===== src/rtl/mult_div_pkg.sv =====
// Shared types and constants for the multicycle signed multiply/divide unit.
package mult_div_pkg;

  localparam int DEF_WIDTH = 32;
  localparam int DEF_CNT_W = $clog2(DEF_WIDTH);
  localparam int ITER      = DEF_WIDTH;

  typedef enum logic [2:0] {
    IDLE = 3'd0,
    MULT = 3'd1,
    DIV  = 3'd2,
    FIX  = 3'd3,
    DONE = 3'd4
  } state_t;

  // Two's complement negate (mod 2^WIDTH) when s is set.
  function automatic logic [DEF_WIDTH-1:0] cond_neg(input logic [DEF_WIDTH-1:0] v,
                                                    input logic s);
    cond_neg = s ? ({DEF_WIDTH{1'b0}} - v) : v;
  endfunction

endpackage


===== src/rtl/mult_div_unit_div_step.sv =====
// One restoring-division iteration on a {remainder, dividend} shift register.
module mult_div_unit_div_step
  import mult_div_pkg::*;
#(
  parameter int WIDTH = DEF_WIDTH
) (
  input  logic [2*WIDTH-1:0] rem_dvd,
  input  logic [WIDTH-1:0]   divisor,
  output logic [2*WIDTH-1:0] rem_dvd_next,
  output logic               q_bit
);

  logic [WIDTH:0] partial_s;
  logic [WIDTH:0] diff_s;

  assign partial_s = rem_dvd[2*WIDTH-1:WIDTH-1];
  assign diff_s    = partial_s - {1'b0, divisor};

  // Keep the trial subtraction only when it does not go negative.
  always_comb begin
    q_bit        = 1'b0;
    rem_dvd_next = {rem_dvd[2*WIDTH-2:0], 1'b0};
    if (diff_s[WIDTH] == 1'b0) begin
      q_bit        = 1'b1;
      rem_dvd_next = {diff_s[WIDTH-1:0], rem_dvd[WIDTH-2:0], 1'b1};
    end else begin
      q_bit        = 1'b0;
      rem_dvd_next = {partial_s[WIDTH-1:0], rem_dvd[WIDTH-2:0], 1'b0};
    end
  end

endmodule


===== src/rtl/mult_div_unit.sv =====
// Multicycle signed MULT/DIV unit: Booth multiply, restoring divide, HI/LO results.
module mult_div_unit
  import mult_div_pkg::*;
#(
  parameter int WIDTH = DEF_WIDTH,
  parameter int CNT_W = $clog2(WIDTH)
) (
  input  logic             clk,
  input  logic             reset,
  input  logic [WIDTH-1:0] a,
  input  logic [WIDTH-1:0] b,
  input  logic             start_mult,
  input  logic             start_div,
  output logic [WIDTH-1:0] hi,
  output logic [WIDTH-1:0] lo,
  output logic             busy,
  output logic             done,
  output logic             div_zero
);

  state_t               state_r;
  logic [CNT_W-1:0]     cnt_r;
  logic [2*WIDTH+1:0]   booth_r;   // {acc (W+1), multiplier (W), q-1}
  logic [WIDTH:0]       mcand_r;
  logic [2*WIDTH-1:0]   rd_r;
  logic [WIDTH-1:0]     dvsr_r;
  logic                 sign_q_r;
  logic                 sign_r_r;
  logic                 is_div_r;

  logic [WIDTH:0]       booth_sum_s;
  logic [2*WIDTH+1:0]   booth_next_s;
  logic [2*WIDTH-1:0]   rd_next_s;
  logic                 q_bit_s;

  // Booth add/subtract selection; the accumulator carries one guard bit so -2^31 negates cleanly.
  always_comb begin
    booth_sum_s = booth_r[2*WIDTH+1:WIDTH+1];
    case (booth_r[1:0])
      2'b01:   booth_sum_s = booth_r[2*WIDTH+1:WIDTH+1] + mcand_r;
      2'b10:   booth_sum_s = booth_r[2*WIDTH+1:WIDTH+1] - mcand_r;
      default: booth_sum_s = booth_r[2*WIDTH+1:WIDTH+1];
    endcase
  end

  assign booth_next_s = {booth_sum_s[WIDTH], booth_sum_s, booth_r[WIDTH:1]};

  mult_div_unit_div_step #(.WIDTH(WIDTH)) u_div_step (
    .rem_dvd      (rd_r),
    .divisor      (dvsr_r),
    .rem_dvd_next (rd_next_s),
    .q_bit        (q_bit_s)
  );

  // Control FSM, iteration datapath and registered HI/LO/status outputs.
  always_ff @(posedge clk or negedge reset) begin
    if (!reset) begin
      state_r  <= IDLE;
      cnt_r    <= {CNT_W{1'b0}};
      booth_r  <= {(2*WIDTH+2){1'b0}};
      mcand_r  <= {(WIDTH+1){1'b0}};
      rd_r     <= {(2*WIDTH){1'b0}};
      dvsr_r   <= {WIDTH{1'b0}};
      sign_q_r <= 1'b0;
      sign_r_r <= 1'b0;
      is_div_r <= 1'b0;
      hi       <= {WIDTH{1'b0}};
      lo       <= {WIDTH{1'b0}};
      busy     <= 1'b0;
      done     <= 1'b0;
      div_zero <= 1'b0;
    end else begin
      done <= 1'b0;
      case (state_r)
        IDLE: begin
          if (start_mult) begin
            mcand_r  <= {a[WIDTH-1], a};
            booth_r  <= {{(WIDTH+1){1'b0}}, b, 1'b0};
            cnt_r    <= {CNT_W{1'b0}};
            is_div_r <= 1'b0;
            div_zero <= 1'b0;
            busy     <= 1'b1;
            state_r  <= MULT;
          end else if (start_div) begin
            busy <= 1'b1;
            if (b == {WIDTH{1'b0}}) begin
              div_zero <= 1'b1;
              done     <= 1'b1;
              state_r  <= DONE;
            end else begin
              rd_r     <= {{WIDTH{1'b0}}, cond_neg(a, a[WIDTH-1])};
              dvsr_r   <= cond_neg(b, b[WIDTH-1]);
              sign_q_r <= a[WIDTH-1] ^ b[WIDTH-1];
              sign_r_r <= a[WIDTH-1];
              cnt_r    <= {CNT_W{1'b0}};
              is_div_r <= 1'b1;
              div_zero <= 1'b0;
              state_r  <= DIV;
            end
          end else begin
            state_r <= IDLE;
          end
        end
        MULT: begin
          booth_r <= booth_next_s;
          cnt_r   <= cnt_r + 1'b1;
          if (cnt_r == CNT_W'(ITER - 1)) state_r <= FIX;
        end
        DIV: begin
          rd_r  <= rd_next_s;
          cnt_r <= cnt_r + 1'b1;
          if (cnt_r == CNT_W'(ITER - 1)) state_r <= FIX;
        end
        FIX: begin
          if (is_div_r) begin
            lo <= cond_neg(rd_r[WIDTH-1:0], sign_q_r);
            hi <= cond_neg(rd_r[2*WIDTH-1:WIDTH], sign_r_r);
          end else begin
            {hi, lo} <= booth_r[2*WIDTH:1];
          end
          done    <= 1'b1;
          state_r <= DONE;
        end
        DONE: begin
          busy    <= 1'b0;
          state_r <= IDLE;
        end
        default: begin
          busy    <= 1'b0;
          state_r <= IDLE;
        end
      endcase
    end
  end

endmodule


===== config.mk =====
export PLATFORM = sky130hd
export DESIGN_NAME = mult_div_unit
export DESIGN_NICKNAME = d
export VERILOG_FILES = /design/src/rtl/mult_div_pkg.sv /design/src/rtl/mult_div_unit_div_step.sv /design/src/rtl/mult_div_unit.sv
export SDC_FILE = /design/constraint.sdc
export NUM_CORES = 1
export LEC_CHECK = 0
export ABC_AREA = 1
export BUFFER_PORTS_ARGS = -buffer_cell sky130_fd_sc_hd__buf_4
export CAP_MARGIN = 0
export CORE_UTILIZATION = 25
export CTS_CLUSTER_SIZE = 14
export DETAILED_ROUTE_END_ITERATION = 8
export HOLD_SLACK_MARGIN = 0.08
export PLACE_DENSITY_LB_ADDON = 0.12
export SLEW_MARGIN = 30
export SYNTH_ARGS = -nofsm -noshare
export SYNTH_HDL_FRONTEND = slang
export SYNTH_SLANG_ARGS = --single-unit

===== constraint.sdc =====
create_clock -name clk -period 7.9 [get_ports clk]
set_input_delay 1.58 -clock clk [delete_from_list [all_inputs] [get_ports clk]]
set_output_delay 1.58 -clock clk [all_outputs]
set_load 0.01 [all_outputs]

==> summary.md <==
| Metric | Value |
|---|---|
| Top-area cell type share of the netlist area | 0.313 |
| Syn Nets | about 3600 |
| Switch Pwr | between 6 and 7 mW |
| Seq pwr share | 0.213 |
| Status | finished, final reports clean |
| First-pass GRT wire length | 134 mm |
| Reg2reg end | booth_r[64] |
| Num rows | 107 |
| Iteration-0 DRC count of the detailed router | 1808 |
| Die width | 296 um |
| Fin. max-slew vios | 0 |
| Tmin final | 4.12 ns |
| Synth cell types | 50 |
| Min-Delay Endpoint | lo[7] |
| PortBufs | 134 |
| Largest net degree at the start of global routing | 142 |
| Total core area | about 85000 um^2 |
| Gp weighted congestion | 0.883 |
| CTS Root Cell | clkbuf_16 |
| Final Setup Violations | 0 |
| CTS Sinks | 271 |
| Register area | 6780 um^2 |
| HP Start | lo[7] |
| Setup tns final | 0 ns |
| Filler cells | 9745 |
| WP data arrival | between 4 and 5 ns |
| P_leak | 13.0 nW |
| Drc violations | 0 |
| Max Freq | 0.243 GHz |
| Top cells by area, synth | dfrtp_1 (31%), nand2_1 (19%), inv_1 (8.7%) |
| Final Hold Slack | 0.479 ns |
| Post-DP HPWL | 70.1 mm |
| CTS tree | done |
| Register area share after synthesis | 0.313 |
| Final total power | about 13 mW |
| ANT nets after route | 0 |
| Starting Density | 0.253 |
| Critical path class | register to register |
| Vias in the first global route | a little over 20000 |
| Fin cells | 4659 |
| Setup bufs post-CTS | 0 |
| Syn Inst Count | 3408 |
| Initial antenna violation count | 2 |
| CTS resizes | 0 |
| Multi-input logic area | 12400 um^2 |
| Antenna Cells | 0 |
| Reg2reg start | booth_r[0] |
| Final Skew | 0.0237 ns |
| Synthesized flop and latch total | 271 |
| Share of layout cells above drive strength 1 | 0.0765 |
| Internal power | 5.69 mW |
| Final WL | between 80 and 90 mm |
| Max-Cap Viols | 0 |
| Die area | 87800 um^2 |
| Overflow after GRT | 0 |
| Ys Warns | 0 |
| Worst min path class | register to register |
| Net count, final | 3630 |
| Max Root-Sink Buffers | 3 |
| Die Height | 296 um |
| Logic gate share of total power | 0.641 |
| Router iterations before antenna repair | 6 |
| Worst-path fanout max | 19 |
| Vias | 21603 |
| Mapped Area | 21600 um^2 |
| Clock share of power | 0.146 |
| Rel. slew slack | 0.304 |
| Crit. End Element | register |
| Placed cells | 4591 |
| Syn_area_per_cell | around 6.4 um^2 |
| RSZ-0062 raised after global routing | no |
| Final period util | 0.522 |
| Sw Ratio | 0.552 |
| Clock Latency Late Sink | 0.58 ns |
| Vias per cell | 4.64 |
| Layout area overhead | 15.5% |
| Startpoint types | register |
| I/O pin count | 135 |
| CTS clk-pin slew, worst paths | 0.06 ns |
| H-tree depth | 2 |
| Hold_buf cts | 0 |
| DR WL/cell | 19.0 um |
| Pwr Density | 507 nW/um^2 |
| TritonCTS buffer count | 39 |
| Fin. Hold Viols | 0 |
| Req. time, crit path | 8.36 ns |
| Total global-route track usage | 0.202 |
| Worst reg2reg path depth | 17 |
| Hold path cells | 2 |
| Setup slack, reg-to-reg | between 3 and 4 ns |
| Cell taking the most area after synthesis | dfrtp_1 |
| VDD IR-drop max | around 270 uV |
| Worst-Margin Slew | around 1.0 ns |
==> worst max path at each step <==
stage	start	to	cells past startpoint
finish	booth_r[0]	booth_r[64]	17
global route	booth_r[0]	booth_r[64]	18
CTS	booth_r[0]	booth_r[64]	17
detailed placement	start_mult	booth_r[1]	9
global placement	start_mult	booth_r[1]	9
floorplan	a[0]	rd_r[22]	10
==> power groups by stage <==
stage	Sequential, mW	Combinational, mW	Clock, mW
2_1_floorplan	2.46	5.66	0
3_3_place_gp	2.73	8.20	0
3_5_place_dp	2.73	8.15	0
4_1_cts	2.71	8.18	1.91
5_1_grt	2.78	9.22	1.95
6_report	2.70	8.14	1.85
==> synthesized netlist by cell type, drive strengths merged <==
| cell type | instances |
|---|---|
| a211oi | 1 |
| a21o | 1 |
| a21oi | 141 |
| a22oi | 8 |
| a31oi | 14 |
| a32oi | 1 |
| and2 | 11 |
| buf | 57 |
| clkbuf | 51 |
| clkinv | 1 |
| dfrtp | 271 |
| fa | 2 |
| ha | 72 |
| inv | 509 |
| nand2 | 1141 |
| nand3 | 254 |
| nand3b | 19 |
| nand4 | 44 |
| nor2 | 331 |
| nor2b | 1 |
| nor3 | 35 |
| nor4 | 11 |
| o211ai | 66 |
| o21a | 1 |
| o21ai | 208 |
| o21bai | 9 |
| o221ai | 20 |
| o22a | 1 |
| o22ai | 3 |
| o31ai | 7 |
| or2 | 9 |
| xnor2 | 17 |
| xor2 | 91 |
==> critical path: stages (launching register included) <==
cell      delay [ns]
dfrtp_1         0.35
inv_1           0.07
ha_1            0.60
clkinv_1        0.65
o21ai_0         0.27
xor2_1          0.22
inv_1           0.13
ha_1            0.35
nand2_1         0.15
inv_1           0.05
a21oi_1         0.20
nand2_1         0.14
nand2_1         0.09
nand2_1         0.13
a21oi_1         0.32
nand3_1         0.12
nand3_1         0.10
nand2_1         0.05
==> cell usage in the layout, fill, tap and decap left out, drive strengths merged <==
cell and n:
o22a 1, clkinvlp 1, o22ai 3, o221ai 20, fa 2, nand4 44, inv 509, o21ai 208
dfrtp 271, a21o 1, nand3b 19, nor3 35, a32oi 1, or2 9, nand3 254, xnor2 17
clkinv 9, o21a 1, buf 147, xor2 91, clkbuf 55, a31oi 14, bufinv 4, nor2b 1
a21oi 141, a22oi 8, ha 72, nor4 11, nand2 1141, o211ai 66, nor2 331, a211oi 1
o31ai 7, o21bai 9, and2 11
==> logic make-up (layout without fill, tap and decap cells) <==
| logic type | after synthesis | count (layout) | synth area share |
|---|---|---|---|
| xor+xnor | 108 | 108 | 0.0437 |
| fa+ha+maj | 74 | 74 | 0.0435 |
| flops | 271 | 271 | 0.313 |
| buf+inv | 618 | 725 | 0.113 |
| simple gates | 1856 | 1856 | 0.358 |
| compound gates | 481 | 481 | 0.129 |
==> metal layers <==
layer  global-route usage  wire (um)
met2                0.324      40100
met4               0.0401       1480
met1                0.289      42800
met3               0.0249       4330
met5                    0         26
==> area by class of cell <==
| type | count | share of cell area |
|---|---|---|
| multi-input combinational | 2519 | 0.497 |
| timing repair buffer | 147 | 0.0449 |
| clock buffer | 55 | 0.0446 |
| inverter | 510 | 0.0766 |
| sequential | 271 | 0.271 |
| tap | 1144 | 0.0572 |
| clock inverter | 13 | 0.00846 |
==> flip-flops by register name (all words and copies together), names as in the netlist, 3 cells and up <==
| name | flops |
|---|---|
| mcand_r | 32 |
| booth_r | 65 |
| hi | 32 |
| dvsr_r | 32 |
| rd_r | 64 |
| lo | 32 |
| state_r | 3 |
| cnt_r | 5 |
==> metrics by stage <==
| step | util | setup WS, ns | area (um^2) |
|---|---|---|---|
| 6_report | 0.293 | 3.78 | 25000 |
| 5_1_grt | 0.293 | 3.29 | 25000 |
| 4_1_cts | 0.293 | 3.81 | 25000 |
| 3_5_place_dp | 0.277 | 3.38 | 23700 |
| 3_3_place_gp | 0.277 | 3.35 | 23700 |
| 2_1_floorplan | - | 4.89 | 21600 |
No activity file was read; power rests on OpenSTA's default activity.
